### src/rtl/eth_arp_hdr_parser_pkg.sv
// Shared constants, FSM encoding and helpers for the Ethernet/ARP header parser.
package eth_arp_hdr_parser_pkg;

   localparam logic [15:0] ETHERTYPE_ARP  = 16'h0806;
   localparam logic [15:0] ARP_OP_REQUEST = 16'h0001;
   localparam logic [15:0] ARP_OP_REPLY   = 16'h0002;

   typedef enum logic [2:0] {
      ST_WORD0    = 3'd0,
      ST_WORD1    = 3'd1,
      ST_WORD2    = 3'd2,
      ST_WORD3    = 3'd3,
      ST_WAIT_EOP = 3'd4
   } hdr_state_e;

   function automatic logic [15:0] sat_inc16(input logic [15:0] v);
      if (v == 16'hFFFF) begin
         return v;
      end else begin
         return v + 16'd1;
      end
   endfunction

endpackage

### src/rtl/eth_arp_hdr_parser.sv
// Passive AXI-Stream tap extracting Ethernet/ARP header fields for the learning CAM lookup.
// Optional ARP_SPOOF_CHECK_EN adds spoof_flag (ARP sender MAC differs from Ethernet source MAC).
module eth_arp_hdr_parser
   import eth_arp_hdr_parser_pkg::*;
#(
   parameter int NUM_OUTPUT_QUEUES    = 8,
   parameter int SRC_PORT_POS         = 16,
   parameter int C_S_AXIS_TUSER_WIDTH = 128
) (
   input  logic                            clk,
   input  logic                            reset,
   input  logic [63:0]                     s_axis_tdata,
   input  logic [7:0]                      s_axis_tkeep,
   input  logic [C_S_AXIS_TUSER_WIDTH-1:0] s_axis_tuser,
   input  logic                            s_axis_tvalid,
   input  logic                            s_axis_tready,
   input  logic                            s_axis_tlast,
   output logic [47:0]                     dst_mac,
   output logic [47:0]                     src_mac,
   output logic [NUM_OUTPUT_QUEUES-1:0]    src_port,
   output logic [15:0]                     opcode,
   output logic [47:0]                     arp_sha,
   output logic                            arp_valid,
   output logic                            lookup_req,
`ifdef ARP_SPOOF_CHECK_EN
   output logic                            spoof_flag,
`endif
   output logic [15:0]                     runt_count
);

   logic                         beat_s;
   logic [47:0]                  src_full_s;
   logic [47:0]                  sha_full_s;
   logic [15:0]                  ethertype_s;
   logic                         unused_ok_s;

   hdr_state_e                   state_q;
   logic [47:0]                  dst_sh_q;
   logic [47:0]                  src_sh_q;
   logic [NUM_OUTPUT_QUEUES-1:0] port_sh_q;
   logic [15:0]                  op_sh_q;
   logic [15:0]                  sha_hi_sh_q;

   logic [47:0]                  dst_mac_q;
   logic [47:0]                  src_mac_q;
   logic [NUM_OUTPUT_QUEUES-1:0] src_port_q;
   logic [15:0]                  opcode_q;
   logic [47:0]                  arp_sha_q;
   logic                         arp_valid_q;
   logic                         lookup_req_q;
   logic [15:0]                  runt_count_q;
`ifdef ARP_SPOOF_CHECK_EN
   logic                         spoof_q;
`endif

   assign beat_s      = s_axis_tvalid & s_axis_tready;
   // Fields completed by the current beat are forwarded straight from tdata.
   assign src_full_s  = {src_sh_q[47:32], s_axis_tdata[63:32]};
   assign sha_full_s  = {sha_hi_sh_q, s_axis_tdata[63:32]};
   assign ethertype_s = s_axis_tdata[31:16];
   assign unused_ok_s = ^{s_axis_tkeep, s_axis_tuser};

   // Header walk: shadow captures per word, lookup outputs loaded when the header completes
   always_ff @(posedge clk) begin
      if (reset) begin
         state_q      <= ST_WORD0;
         dst_sh_q     <= 48'h0;
         src_sh_q     <= 48'h0;
         port_sh_q    <= '0;
         op_sh_q      <= 16'h0;
         sha_hi_sh_q  <= 16'h0;
         dst_mac_q    <= 48'h0;
         src_mac_q    <= 48'h0;
         src_port_q   <= '0;
         opcode_q     <= 16'h0;
         arp_sha_q    <= 48'h0;
         arp_valid_q  <= 1'b0;
         lookup_req_q <= 1'b0;
         runt_count_q <= 16'h0;
`ifdef ARP_SPOOF_CHECK_EN
         spoof_q      <= 1'b0;
`endif
      end else begin
         lookup_req_q <= 1'b0;
         if (beat_s) begin
            case (state_q)
               ST_WORD0: begin
                  dst_sh_q        <= s_axis_tdata[63:16];
                  src_sh_q[47:32] <= s_axis_tdata[15:0];
                  port_sh_q       <= s_axis_tuser[SRC_PORT_POS +: NUM_OUTPUT_QUEUES];
                  if (s_axis_tlast) begin
                     runt_count_q <= sat_inc16(runt_count_q);
                     state_q      <= ST_WORD0;
                  end else begin
                     state_q      <= ST_WORD1;
                  end
               end
               ST_WORD1: begin
                  src_sh_q[31:0] <= s_axis_tdata[63:32];
                  if ((ethertype_s == ETHERTYPE_ARP) && !s_axis_tlast) begin
                     state_q <= ST_WORD2;
                  end else begin
                     // Non-ARP header ends here; an ARP frame ending here is truncated.
                     lookup_req_q <= 1'b1;
                     dst_mac_q    <= dst_sh_q;
                     src_mac_q    <= src_full_s;
                     src_port_q   <= port_sh_q;
                     opcode_q     <= 16'h0;
                     arp_valid_q  <= 1'b0;
`ifdef ARP_SPOOF_CHECK_EN
                     spoof_q      <= 1'b0;
`endif
                     if (ethertype_s == ETHERTYPE_ARP) begin
                        runt_count_q <= sat_inc16(runt_count_q);
                     end else begin
                        runt_count_q <= runt_count_q;
                     end
                     if (s_axis_tlast) begin
                        state_q <= ST_WORD0;
                     end else begin
                        state_q <= ST_WAIT_EOP;
                     end
                  end
               end
               ST_WORD2: begin
                  op_sh_q     <= s_axis_tdata[31:16];
                  sha_hi_sh_q <= s_axis_tdata[15:0];
                  if (s_axis_tlast) begin
                     lookup_req_q <= 1'b1;
                     dst_mac_q    <= dst_sh_q;
                     src_mac_q    <= src_sh_q;
                     src_port_q   <= port_sh_q;
                     opcode_q     <= 16'h0;
                     arp_valid_q  <= 1'b0;
`ifdef ARP_SPOOF_CHECK_EN
                     spoof_q      <= 1'b0;
`endif
                     runt_count_q <= sat_inc16(runt_count_q);
                     state_q      <= ST_WORD0;
                  end else begin
                     state_q      <= ST_WORD3;
                  end
               end
               ST_WORD3: begin
                  lookup_req_q <= 1'b1;
                  dst_mac_q    <= dst_sh_q;
                  src_mac_q    <= src_sh_q;
                  src_port_q   <= port_sh_q;
                  opcode_q     <= op_sh_q;
                  arp_sha_q    <= sha_full_s;
                  arp_valid_q  <= 1'b1;
`ifdef ARP_SPOOF_CHECK_EN
                  spoof_q      <= (sha_full_s != src_sh_q);
`endif
                  if (s_axis_tlast) begin
                     state_q <= ST_WORD0;
                  end else begin
                     state_q <= ST_WAIT_EOP;
                  end
               end
               ST_WAIT_EOP: begin
                  if (s_axis_tlast) begin
                     state_q <= ST_WORD0;
                  end else begin
                     state_q <= ST_WAIT_EOP;
                  end
               end
               default: begin
                  state_q <= ST_WORD0;
               end
            endcase
         end else begin
            state_q <= state_q;
         end
      end
   end

   assign dst_mac    = dst_mac_q;
   assign src_mac    = src_mac_q;
   assign src_port   = src_port_q;
   assign opcode     = opcode_q;
   assign arp_sha    = arp_sha_q;
   assign arp_valid  = arp_valid_q;
   assign lookup_req = lookup_req_q;
   assign runt_count = runt_count_q;
`ifdef ARP_SPOOF_CHECK_EN
   assign spoof_flag = spoof_q;
`endif

endmodule

### config.mk
export PLATFORM = sky130hd
export DESIGN_NAME = eth_arp_hdr_parser
export DESIGN_NICKNAME = d
export VERILOG_FILES = /design/src/rtl/eth_arp_hdr_parser_pkg.sv /design/src/rtl/eth_arp_hdr_parser.sv
export SDC_FILE = /design/constraint.sdc
export NUM_CORES = 1
export LEC_CHECK = 0
export CORE_UTILIZATION = 45
export DETAILED_ROUTE_END_ITERATION = 8
export PLACE_DENSITY = 0.79
export SETUP_SLACK_MARGIN = 0.5
export SYNTH_ARGS = -nofsm -noshare
export SYNTH_HDL_FRONTEND = slang
export SYNTH_SLANG_ARGS = --single-unit
### constraint.sdc
create_clock -name clk -period 3.15 [get_ports clk]
set_clock_uncertainty 0.15 [all_clocks]
set_input_delay 0.315 -clock clk [delete_from_list [all_inputs] [get_ports clk]]
set_output_delay 0.315 -clock clk [all_outputs]
set_load 0.005 [all_outputs]
==> impl_metrics.yaml, run 1 <==
logic_synthesis:
  syn_inst: 1462
  yosys.area.top_type: "dfxtp_1"
  syn_avg_cell_area_um2: 8.01
  ys_seq_area_share_pct: 55.6
  synthArstFlopShare_pct: 0
  yosysTopAreaCellShare_pct: 55.6
  ys_top_cells_by_area: "dfxtp_1 56%, nand2_1 17%, a21oi_1 12%"
  yosysMostFrequentCell: "nand2_1"
  synthesis.nets: 1668
  synth_edf_count: 0
  ys.flop_type: "dfxtp_1"
  synth_cell_types: 34
  ys_warn_count: 0
  synth_seq_cells: 325
  netlist_area_um2: 11700
  synthTopCellsByCount: "534 x nand2_1, 325 x dfxtp_1, 285 x a21oi_1"
job:
  drv_cap: 0
detailed_routing:
  wire_per_inst_um: 16.1
  routed_wl_um: 32800
  ant_nets: 0
  vias: 10615
  via_per_inst: 5.23
  drtIter0Drc: 800
  dr.pass1.iters: 8
  drc: 0
cells_and_area:
  postLayoutCoreUtil_pct: 62.7
  fill_cells: 2145
  n_antenna_cell: 0
  syn2layout_area_growth_pct: 35.7
  drive_above_1_share_pct: 5.41
  fin_nets: 1882
  design_area_um2: 15900
sta:
  period_needed_ps: 2500
  slew_headroom_pct: 56.6
  worstMarginPinSlew_ps: 652
  setup_tns_ps: 0
  setup_viol: 0
  rsz0062_at_grt: "false"
  period_share_pct: 79.3
  slew_violations: 0
  finalHoldViolCount: 0
  max_freq_mhz: 400
floorplan:
  fp.dieW_um: 163
  ios: 391
  initial_utilization_pct: 46.2
  die_area_um2: 26700
  die_y_um: 163
  num_rows: 58
  core_um2: 25300
global_route:
  grt_start_max_net_pins: 102
  grt-ovfl-total: 0
  antenna_found_initial: 0
  grt_usage_pct: 24.1
  grt_pass1_vias: 9973
  grt_pass1_wl_um: 51500
clocking:
  insertion_delay_ps: 500
  numCtsBuffers: 34
  cts_tree: "built"
  htree_levels: 2
  clkSinkCount: 325
  cts_root_buf: "clkbuf_16"
  clk_pin_slew_ps: 60
  post-cts-setup-buffer-count: 0
  cts_buffer_depth: 3
  hold_buffers: 0
worst_setup_path:
  critical_path_class: "in -> reg"
  crit_required_ps: 3420
  worstReg2RegEnd: "runt_count[7]"
  critPathCaptureType: "flip-flop"
  cp-start-kind: "input pin"
  startpoint: "s_axis_tdata[20]"
  arrival_ps: 2770
  critPathMaxStageDelay_ps: 620
  slowest_stage: "or4b_4"
  worstRegToRegCells: 6
  reg2reg_slack_ps: 690
  timing.rr.start: "state_q[1]"
  worstPathCellList: "clkdlybuf4s50_1, nor4_2, nand3_1, o21a_1, or4b_4, or3_1, a21oi_1"
  path_max_fanout: 5
place:
  hpwlAfterDp_um: 20600
  place_area_um2: 14700
  io_buffers: 262
  finalWeightedCongestion: 0.816
hold_path:
  hold_start: "reset"
  min-delay-path-class: "in -> reg"
  hold_end: "runt_count[14]"
  holdPathStages: 2
outcome:
  status: "finished clean"
power:
  leakagePower_nw: 5.18
  peakVddDrop_mv: 0.494
  p_per_area_nw_per_um2: 564
-- area by class of cell --
| type | count | area [µm²] | area share (%) |
|---|---|---|---|
| clock buffers | 51 | 1020 | 6.41 |
| well taps | 330 | 413 | 2.60 |
| repair buffers | 287 | 2920 | 18.3 |
| multi-input cells | 1023 | 4820 | 30.4 |
| inverters | 5 | 18.8 | 0.118 |
| clock inverters | 9 | 195 | 1.23 |
| flip-flops and latches | 325 | 6510 | 40.9 |
-- cells by family (layout without fill, tap and decap cells) --
family,count (synthesis),in the layout,synth area share [%]
and+or+nand+nor,648,648,22.1
AOI/OAI and AO/OA,334,335,15.1
DFF,325,325,55.6
buffers and inverters,115,352,3.78
muxes,34,34,2.92
xor gates and xnor gates,5,5,0.374
adders and majority gates,1,1,0.107
-- registers in the layout, indices dropped and copies added, names as in the netlist --
name,cells
state_q,3
src_mac,48
port_sh_q,8
lookup_req,1
runt_count,16
src_sh_q,48
op_sh_q,16
dst_sh_q,48
src_port,8
dst_mac,48
arp_valid,1
opcode,16
arp_sha,48
sha_hi_sh_q,16
-- cells in the final DEF (no fill, tap or decap), types with 2 or more instances in the layout --
cell type,instances
nor2b_4,2
and2_1,2
clkbuf_1,10
inv_1,5
nor3_1,6
nor4_1,2
mux2i_1,33
o31ai_1,4
or3_1,6
clkbuf_16,37
xor2_1,4
o21ai_0,7
a21oi_1,285
nor2_1,49
bufinv_16,6
clkinv_2,3
nand2_1,534
nor3b_2,2
buf_4,17
clkbuf_8,4
nand3b_1,2
dfxtp_1,324
nand3_1,24
buf_12,8
a211oi_1,32
nand4_1,6
clkdlybuf4s50_1,261
o21a_1,2
or4_1,4
-- timing repair --
item	4_1_cts	5_1_grt
gates resized for setup	0	1
hold endpoints to repair	0	0
setup endpoints to repair	0	38
-- worst max-delay path, delay by kind of cell --
family | cells | cell delay (ps)
compound gates | 2 | 500
buf+inv | 1 | 470
simple gates | 4 | 1480
-- worst max path at each step --
stage,depth (start not counted),slack (ps),end
finish,7,650,runt_count[7]
global route,8,570,runt_count[1]
CTS,7,570,opcode[12]
detailed placement,7,210,runt_count[7]
global placement,7,260,runt_count[13]
floorplan,8,1020,runt_count[13]
-- report_power, final --
group / switching (mW) / internal, mW
logic: 0.255 / 0.194
registers: 0.0359 / 4.18
clock network: 1.57 / 2.73
total: 1.86 / 7.10
-- per-stage QoR --
step                hold slack [ps]  power [mW]  setup WS [ps]  instances
floorplan                       282        4.50           1020       1462
global placement                286        4.74            265       1969
detailed placement              292        4.75            206       1969
CTS                             116        9.05            567       2029
global route                    131        9.27            567       2030
finish                          117        8.96            650       2030
-- metal layers --
metal | GRT usage [%] | up-vias | wire length (µm)
met3 | 5.71 | 56 | 2460
met4 | 8.37 | 0 | 821
met1 | 30.4 | 4970 | 13800
met5 | 0 | - | 0
li1 | - | 5242 | -
met2 | 40.0 | 347 | 15600
Note: power is estimated with default switching activity, not from simulation.
==> inputs of run 2 (changes only) <==
==> constraint.sdc (replaced) <==
create_clock -name clk -period 2.3 [get_ports clk]
set_clock_uncertainty 0.15 [all_clocks]
set_input_delay 0.23 -clock clk [delete_from_list [all_inputs] [get_ports clk]]
set_output_delay 0.23 -clock clk [all_outputs]
set_load 0.005 [all_outputs]
==> run 2 against run 1 <==
Non-clock buffer count increased by 113. Clock power grew 31%. Hold slack worse by 89 ps. Sequential share of layout area fell by 5.2 points. Final area is 15% higher. Critical path type unchanged. Worst setup slack got worse by 490 ps. Power up 37%. Routed wire length is 22% higher. Critical endpoint unchanged. Sequential power is 37% higher.
==> impl_metrics.yaml, run 2 (same netlist as run 1, synthesis figures left out) <==
clocking:
  cts_buffer_depth: 3
  cts_tree: "built"
  cts_root_buf: "clkbuf_16"
  numCtsBuffers: 34
  insertion_delay_ps: 500
  clk_pin_slew_ps: 60
  htree_levels: 2
  clkSinkCount: 325
  hold_buffers: 0
floorplan:
  num_rows: 58
  die_area_um2: 26700
  die_y_um: 163
  ios: 391
  core_um2: 25300
  initial_utilization_pct: 46.2
  fp.dieW_um: 163
detailed_routing:
  dr.pass1.iters: 5
  wire_per_inst_um: 18.6
  via_per_inst: 5.44
  routed_wl_um: 39900
  ant_nets: 0
  drtIter0Drc: 800
  drc: 0
  vias: 11675
sta:
  slew_headroom_pct: 60.3
  setup_viol: 0
  rsz0062_at_grt: "true"
  worstMarginPinSlew_ps: 595
  setup_tns_ps: 0
  slew_violations: 0
  finalHoldViolCount: 0
  period_share_pct: 93.2
  period_needed_ps: 2140
  max_freq_mhz: 466
outcome:
  status: "finished clean"
worst_setup_path:
  critPathCaptureType: "flip-flop"
  worstPathCellList: "clkdlybuf4s50_1, nor4b_2, nand3_2, o21a_1, or4b_4, or3_4, a21oi_2"
  slowest_stage: "or4b_4"
  critPathMaxStageDelay_ps: 520
  cp_num_buf_inv: 1
  path_max_fanout: 5
  crit_family: "simple AND/OR/NAND/NOR gates"
  arrival_ps: 2410
  crit_required_ps: 2570
  cp-start-kind: "input pin"
  critical_path_class: "in -> reg"
global_route:
  grt-ovfl-total: 0
  grt_pass1_vias: 11069
  grt_start_max_net_pins: 82
  grt_usage_pct: 28.5
  antenna_found_initial: 2
  grt_pass1_wl_um: 59500
power:
  internal-power_mw: 9.50
  p_sw_share_pct: 22.6
  p_per_area_nw_per_um2: 669
  peakVddDrop_mv: 0.510
  comb_power_share_pct: 7.2
  leakagePower_nw: 6.77
  pwr-share-seq_pct: 46.9
  p_sw_mw: 2.78
  power.share.clock_pct: 45.8
cells_and_area:
  ff_latch_area_um2: 6570
  syn2layout_area_growth_pct: 56.7
  multi_input_area_um2: 5500
  fill_cells: 1780
  layout_commonest_cell: "nand2_1"
  final_cell_mix: "499 x nand2_1, 297 x dfxtp_1, 259 x a21oi_1"
  postLayoutCoreUtil_pct: 72.4
  fin_nets: 1995
  drive_above_1_share_pct: 20.9
place:
  finalWeightedCongestion: 0.797
  io_buffers: 262
  hpwlAfterDp_um: 21300
job:
  drv_cap: 0
hold_path:
  min-delay-path-class: "in -> reg"
-- run 2: area by class of cell --
class                   count  share of cell area, %
flip-flops and latches    325                   35.8
multi-input cells        1023                   30.0
repair buffers            400                   25.6
clock buffers              45                   5.36
well taps                 330                   2.25
clock inverters            15                  0.900
inverters                   5                  0.102
diodes                      2                 0.0273
-- run 2: worst paths after layout --
kind	startpoint	end	slack, ps	cells after the start
setup reg to reg	state_q[1]	runt_count[7]	170	6
setup / recovery	s_axis_tdata[24]	runt_count[7]	160	7
hold reg to reg	dst_sh_q[37]	dst_mac[37]	290	2
hold / removal	reset	runt_count[8]	30	2
-- run 2: power groups by stage --
stage / combinational [mW] / sequential (mW) / clock [mW]
2_1_floorplan: 0.311 / 5.88 / 0
3_3_place_gp: 0.685 / 5.88 / 0
3_5_place_dp: 0.696 / 5.89 / 0
4_1_cts: 0.858 / 5.77 / 5.67
5_1_grt: 0.939 / 5.77 / 5.94
6_report: 0.887 / 5.76 / 5.63
-- run 2: metrics by stage --
stage	area [µm²]	total power, mW	hold WS, ps	std cells	setup slack, ps
after floorplan	12000	6.19	216	1462	235
after global placement	15300	6.57	285	2013	-285
after detailed placement	15300	6.58	293	2013	-344
after CTS	18000	12.3	19.1	2131	204
after global routing	18300	12.6	39.9	2144	102
final	18300	12.3	27.9	2145	156
-- run 2: what timing repair did --
action | CTS | global route
setup endpoints to repair | 332 | 315
setup buffers | 31 | 11
pin swaps | 63 | 14
gates cloned | 27 | 1
gates resized for setup | 172 | 84
-- run 2: per-layer routing --
| layer | track usage [%] | wire length [µm] | vias to the layer above | part of all wire, % |
|---|---|---|---|---|
| met1 | 35.5 | 16000 | 5563 | 40 |
| met5 | 0 | 0 | - | 0 |
| met3 | 7.16 | 3400 | 122 | 8.5 |
| li1 | - | - | 5496 | - |
| met4 | 11.9 | 1530 | 0 | 3.8 |
| met2 | 46.7 | 19000 | 494 | 48 |
==> inputs of run 3 (changes only) <==
--- a/config.mk
+++ b/config.mk
@@ -5,6 +5,7 @@
 export SDC_FILE = /design/constraint.sdc
 export NUM_CORES = 1
 export LEC_CHECK = 0
+export CAP_MARGIN = 10
 export CORE_UTILIZATION = 45
 export DETAILED_ROUTE_END_ITERATION = 8
 export PLACE_DENSITY = 0.79
==> results of run 3 <==
Same layout as run 2: the final DEF is identical, and so are final timing and power.
